===== src/rtl/b_field_uart_rx.sv =====
// UART receiver for field-measurement packets: sync byte, 4 data bytes (LE), XOR checksum.
// Publishes b_field/b_start two cycles after the checksum stop-bit sample; keeps frame/error counters.
module b_field_uart_rx #(
    parameter int          CLKS_PER_BIT = 434,
    parameter int          TIMEOUT_BITS = 32,
    parameter logic [7:0]  SYNC_BYTE    = 8'hA5
) (
    input  logic        sys_clk,
    input  logic        sys_reset,
    input  logic        rx,
    output logic [31:0] b_field,
    output logic        b_start,
    output logic [15:0] frame_cnt,
    output logic [7:0]  err_cnt,
    output logic        busy
);

    localparam int HALF_BIT    = CLKS_PER_BIT / 2;
    localparam int CW          = $clog2(CLKS_PER_BIT);
    localparam int TIMEOUT_CYC = TIMEOUT_BITS * CLKS_PER_BIT;
    localparam int GW          = $clog2(TIMEOUT_CYC + 1);

    typedef enum logic [1:0] {RX_IDLE, RX_START, RX_DATA, RX_STOP} rx_state_t;
    typedef enum logic [2:0] {P_HUNT, P_D0, P_D1, P_D2, P_D3, P_CHK} p_state_t;

    logic            rx_meta_q, rxs_q;
    rx_state_t       rx_state_q, rx_state_d;
    logic [CW-1:0]   bit_cnt_q, bit_cnt_d;
    logic [2:0]      bit_idx_q, bit_idx_d;
    logic [7:0]      shift_q, shift_d;
    logic            wait_high_q, wait_high_d;
    logic            byte_vld_q, byte_vld_d;
    logic [7:0]      byte_dat_q, byte_dat_d;
    logic            fe_q, fe_d;

    p_state_t        p_state_q, p_state_d;
    logic [31:0]     data_q, data_d;
    logic [GW-1:0]   gap_cnt_q, gap_cnt_d;
    logic [31:0]     b_field_q, b_field_d;
    logic            b_start_q, b_start_d;
    logic [15:0]     frame_cnt_q, frame_cnt_d;
    logic [7:0]      err_cnt_q, err_cnt_d;

    logic            half_tick, bit_tick;
    logic            timeout, abort, chk_ok, pkt_good, pkt_err;

    always_ff @(posedge sys_clk or posedge sys_reset) begin
        if (sys_reset) begin
            rx_meta_q   <= 1'b1;
            rxs_q       <= 1'b1;
            rx_state_q  <= RX_IDLE;
            bit_cnt_q   <= '0;
            bit_idx_q   <= '0;
            shift_q     <= '0;
            wait_high_q <= 1'b0;
            byte_vld_q  <= 1'b0;
            byte_dat_q  <= '0;
            fe_q        <= 1'b0;
            p_state_q   <= P_HUNT;
            data_q      <= '0;
            gap_cnt_q   <= '0;
            b_field_q   <= '0;
            b_start_q   <= 1'b0;
            frame_cnt_q <= '0;
            err_cnt_q   <= '0;
        end else begin
            rx_meta_q   <= rx;
            rxs_q       <= rx_meta_q;
            rx_state_q  <= rx_state_d;
            bit_cnt_q   <= bit_cnt_d;
            bit_idx_q   <= bit_idx_d;
            shift_q     <= shift_d;
            wait_high_q <= wait_high_d;
            byte_vld_q  <= byte_vld_d;
            byte_dat_q  <= byte_dat_d;
            fe_q        <= fe_d;
            p_state_q   <= p_state_d;
            data_q      <= data_d;
            gap_cnt_q   <= gap_cnt_d;
            b_field_q   <= b_field_d;
            b_start_q   <= b_start_d;
            frame_cnt_q <= frame_cnt_d;
            err_cnt_q   <= err_cnt_d;
        end
    end

    assign half_tick = (bit_cnt_q == CW'(HALF_BIT - 1));
    assign bit_tick  = (bit_cnt_q == CW'(CLKS_PER_BIT - 1));

    always_comb begin
        rx_state_d = rx_state_q;
        case (rx_state_q)
            RX_IDLE:  if (!wait_high_q && !rxs_q) rx_state_d = RX_START;
            RX_START: if (half_tick) rx_state_d = rxs_q ? RX_IDLE : RX_DATA;
            RX_DATA:  if (bit_tick && bit_idx_q == 3'd7) rx_state_d = RX_STOP;
            RX_STOP:  if (bit_tick) rx_state_d = RX_IDLE;
            default:  rx_state_d = RX_IDLE;
        endcase
    end

    // Every sample point restarts the bit counter, so data bits land one bit time apart from mid-start.
    always_comb begin
        bit_cnt_d   = bit_cnt_q + CW'(1);
        bit_idx_d   = bit_idx_q;
        shift_d     = shift_q;
        wait_high_d = wait_high_q;
        byte_vld_d  = 1'b0;
        byte_dat_d  = byte_dat_q;
        fe_d        = 1'b0;
        case (rx_state_q)
            RX_IDLE: begin
                bit_cnt_d = '0;
                if (wait_high_q && rxs_q) wait_high_d = 1'b0;
            end
            RX_START: begin
                if (half_tick) begin
                    bit_cnt_d = '0;
                    bit_idx_d = '0;
                end
            end
            RX_DATA: begin
                if (bit_tick) begin
                    bit_cnt_d = '0;
                    shift_d   = {rxs_q, shift_q[7:1]};
                    bit_idx_d = bit_idx_q + 3'd1;
                end
            end
            RX_STOP: begin
                if (bit_tick) begin
                    bit_cnt_d = '0;
                    if (rxs_q) begin
                        byte_vld_d = 1'b1;
                        byte_dat_d = shift_q;
                    end else begin
                        fe_d        = 1'b1;
                        wait_high_d = 1'b1;
                    end
                end
            end
            default: bit_cnt_d = '0;
        endcase
    end

    assign timeout = (p_state_q != P_HUNT) && !byte_vld_q && (gap_cnt_q == GW'(TIMEOUT_CYC - 1));
    assign abort   = (p_state_q != P_HUNT) && (fe_q || timeout);
    assign chk_ok  = (byte_dat_q == (data_q[7:0] ^ data_q[15:8] ^ data_q[23:16] ^ data_q[31:24]));

    always_comb begin
        p_state_d = p_state_q;
        if (abort) begin
            p_state_d = P_HUNT;
        end else if (byte_vld_q) begin
            case (p_state_q)
                P_HUNT:  if (byte_dat_q == SYNC_BYTE) p_state_d = P_D0;
                P_D0:    p_state_d = P_D1;
                P_D1:    p_state_d = P_D2;
                P_D2:    p_state_d = P_D3;
                P_D3:    p_state_d = P_CHK;
                default: p_state_d = P_HUNT;
            endcase
        end
    end

    // Data bytes shift in from the top, so d0 ends up in the low byte after four captures.
    always_comb begin
        data_d   = data_q;
        pkt_good = 1'b0;
        pkt_err  = abort;
        if (!abort && byte_vld_q) begin
            case (p_state_q)
                P_D0, P_D1, P_D2, P_D3: data_d = {byte_dat_q, data_q[31:8]};
                P_CHK: begin
                    pkt_good = chk_ok;
                    pkt_err  = !chk_ok;
                end
                default: data_d = data_q;
            endcase
        end
        gap_cnt_d   = (p_state_q == P_HUNT || byte_vld_q) ? '0 : gap_cnt_q + GW'(1);
        b_field_d   = pkt_good ? data_q : b_field_q;
        b_start_d   = pkt_good;
        frame_cnt_d = frame_cnt_q + {15'd0, pkt_good};
        err_cnt_d   = (pkt_err && err_cnt_q != 8'hFF) ? err_cnt_q + 8'd1 : err_cnt_q;
    end

    assign b_field   = b_field_q;
    assign b_start   = b_start_q;
    assign frame_cnt = frame_cnt_q;
    assign err_cnt   = err_cnt_q;
    assign busy      = (p_state_q != P_HUNT);

endmodule


===== config.mk =====
export PLATFORM = sky130hd
export DESIGN_NAME = b_field_uart_rx
export DESIGN_NICKNAME = d
export VERILOG_FILES = /design/src/rtl/b_field_uart_rx.sv
export SDC_FILE = /design/constraint.sdc
export NUM_CORES = 1
export LEC_CHECK = 0
export ABC_CLOCK_PERIOD_IN_PS = 6450
export BUFFER_PORTS_ARGS = -buffer_cell sky130_fd_sc_hd__buf_2
export CORE_MARGIN = 2
export CORE_UTILIZATION = 45
export CTS_CLUSTER_DIAMETER = 30
export DETAILED_ROUTE_END_ITERATION = 16
export HOLD_SLACK_MARGIN = 0.06
export PLACE_DENSITY_LB_ADDON = 0.08
export SLEW_MARGIN = 20
export SYNTH_ARGS = -nofsm -noshare
export SYNTH_HDL_FRONTEND = slang
export SYNTH_SLANG_ARGS = --single-unit

===== constraint.sdc =====
create_clock -name sys_clk -period 6.45 [get_ports sys_clk]
set_clock_uncertainty 0.1 [all_clocks]
set_input_delay 1.6125 -clock sys_clk [delete_from_list [all_inputs] [get_ports sys_clk]]
set_output_delay 1.6125 -clock sys_clk [all_outputs]
set_load 0.03 [all_outputs]

==> reports/metrics.yaml <==
io_pins: 61
post_cts_buffers: 0
power_leakage_nw: 3.79
n_antenna_cell: 0
hold_viol_final: 0
grt_pass1_vias: 3805
cts_hold_buf: 0
crit_chain: "xnor3_2 -> xnor2_1 -> nor4_2 -> nand4_4 -> inv_1 -> ha_1 -> ha_1 -> nand2_1 -> nor2_1 -> and3_1 -> and4_1 -> nand3_1 -> xnor2_1"
cts_sinks: 141
fp.dieH_um: 123
grt_util_all_layers: 0.166
start_util: 0.460
area_delta_synth_final_pct: 16.5
firstDrtPassIters: 4
critPathKind: "reg2reg"
slowest_stage: "nand4_4"
synth_edf_count: 0
instances_no_fill: 732
avgSynthCellArea_um2: 13.6
fillers: 1197
slowest_delay_ps: 780
port_buffers: 60
synth_area_mm2: 0.00636
final_nets: 551
wl_per_cell_um: 15.5
powerDensity_mw_per_mm2: 250
grt_pass1_wl_mm: 19.3
drt_iter0_drc: 251
layout_setup_ws_ps: 2390
dpl.hpwl_mm: 7.54
antenna_found_initial: 0
final.period_utilization: 0.630
post-place-ws_ps: 2320
drive_gt1_frac: 0.341
ys_ff_latch: 141
num_vias: 3778
tightest_slew_ps: 928
grt_setup_unrepaired: "no"
synth_ff_type: "dfrtp_1"
drc: 0
ant_nets: 0
cts_tree: "built"
maxSlewViolCount: 0
min_path_type: "reg2reg"
cts_root_buf: "clkbuf_16"
end_kind: "flop"
finalSetupTns_ps: 0
clock_latency_ps: 410
clock_path_buffers: 2
irDropWorstVdd_uv: 195
dieArea_mm2: 0.0151
fmax_ghz: 0.246
r2r_cells: 13
htreeDepth: 4
cts_buffers: 17
wl_mm: 11.4
grt_max_degree: 104
fp.coreArea_mm2: 0.0138
die_x_um: 123
placed_cells: 700
setup_violations: 0
crit_fanout: 33
whs_path_depth: 0
relSlewSlack: 0.381
path_clk_slew_ps: 60
required_ps: 6650
syn_inst: 469
worst_hold_slack_ps: 259
ctsResizeCount: 0
place.gp.congestion: 0.811
finalPower_w: 0.00185
seq_area_frac_synth: 0.555
rows: 43
yosysWarnings: 0
grt-ovfl-total: 0
cap_violations: 0
synth.distinct_cells: 53
syn_nets: 481
final.min_clock_period_ps: 4060
vias_per_cell: 5.16
startpoint_type: "flop"
cp.arrival_ps: 4260
status: "complete, no violations"
async_reset_ff_frac: 1.00
==> critical path: cells and delay by family, from the launching register on <==
family	cells	cell delay (ps)
buf+inv	1	320
xor+xnor	3	740
fa+ha+maj	2	410
flops	1	390
simple gates	7	1970
==> metal layers <==
layer / track usage / wire [µm] / up-vias
met5: 0 / 0 / -
met4: 0.0603 / 108 / 0
met3: 0.0423 / 366 / 11
met2: 0.242 / 5170 / 52
met1: 0.240 / 5720 / 1905
li1: - / - / 1810
==> logic make-up (layout without fill, tap and decap cells) <==
family / count (synthesis) / after routing / synth area share
DFF: 141 / 141 / 0.555
muxes: 85 / 85 / 0.167
AOI/OAI and AO/OA: 39 / 39 / 0.0386
xor gates and xnor gates: 58 / 58 / 0.0974
buffers and inverters: 21 / 104 / 0.0167
adders and majority gates: 9 / 9 / 0.0177
and+or+nand+nor: 116 / 116 / 0.107
==> worst paths after layout <==
| path | from | end | slack [ps] |
|---|---|---|---|
| hold reg to reg | rx_meta_q$_DFF_PP1_ | rxs_q$_DFF_PP1_ | 260 |
| hold / removal | rx_meta_q$_DFF_PP1_ | rxs_q$_DFF_PP1_ | 260 |
| setup reg to reg | byte_dat_q[3]$_DFFE_PP0P_ | frame_cnt[12]$_DFF_PP0_ | 2390 |
| setup / recovery | byte_dat_q[3]$_DFFE_PP0P_ | frame_cnt[12]$_DFF_PP0_ | 2390 |
| max in group asynchronous | sys_reset | rxs_q$_DFF_PP1_ | 3850 |
| min in group asynchronous | sys_reset | err_cnt[0]$_DFFE_PP0P_ | 1300 |
==> sequential cells by signal, indices dropped and copies added (netlist names), 3 cells and up, named ones only <==
name,cells
err_cnt,8
bit_idx_q,3
b_field,32
gap_cnt_q,14
frame_cnt,16
byte_dat_q,8
bit_cnt_q,9
data_q,32
p_state_q,3
shift_q,8
==> final cells by class <==
type	instances	area, µm²	area share
Clock buffer	18	429	0.0579
Clock inverter	14	145	0.0196
Inverter	10	42.5	0.00574
Multi-Input combinational cell	307	2720	0.367
Sequential cell	141	3530	0.477
Tap cell	180	225	0.0304
Timing Repair Buffer	62	315	0.0426
==> cell usage in the layout, fill, tap and decap left out, types with 10 or more instances in the layout <==
cell / n
a21oi_1: 10
and3_1: 15
buf_2: 60
clkbuf_16: 17
dfrtp_1: 139
mux2_2: 53
mux2_4: 29
nand2_1: 22
nand3_1: 18
nor2_1: 28
o21ai_0: 12
xnor2_1: 29
xor2_1: 21
==> cells in the mapped netlist, types with 2 or more instances <==
cell / number / area (µm²)
a21oi_1: 10 / 50.1
mux2i_1: 2 / 20.0
nand2_1: 22 / 82.6
nand4_1: 2 / 12.5
o211ai_1: 3 / 22.5
inv_1: 9 / 33.8
and4_1: 2 / 17.5
xnor3_1: 7 / 158
nor3_1: 2 / 10.0
and3_1: 15 / 93.8
dfrtp_1: 139 / 3480
xnor2_1: 29 / 254
mux2_4: 29 / 435
nor4_1: 2 / 12.5
clkbuf_1: 4 / 15.0
o21a_1: 3 / 22.5
mux2_2: 53 / 597
buf_2: 4 / 20.0
nor4bb_1: 3 / 30.0
xor2_1: 21 / 184
ha_1: 9 / 113
nand3_1: 18 / 90.1
or4bb_1: 3 / 33.8
o22a_1: 2 / 17.5
nor4_2: 3 / 37.5
or3_1: 4 / 25.0
o21ai_0: 12 / 60.1
nor2_1: 28 / 105
dfstp_2: 2 / 52.6
buf_6: 3 / 33.8
nand4bb_1: 2 / 22.5
==> where the power goes <==
part           leakage, nW  internal, W  switching [W]  total [W]
Sequential            1.95     0.000886    0.000000563   0.000886
Combinational         1.57   0.00000124      0.0000175  0.0000187
Clock                0.272     0.000569       0.000379   0.000948
Total                 3.79      0.00146       0.000397    0.00185
==> stage by stage <==
stage	util	instance area, µm²
after floorplan	-	6360
after global placement	0.494	6830
after detailed placement	0.494	6830
after CTS	0.536	7410
after global routing	0.536	7410
final	0.536	7410
Note: power is estimated with default switching activity, not from simulation.
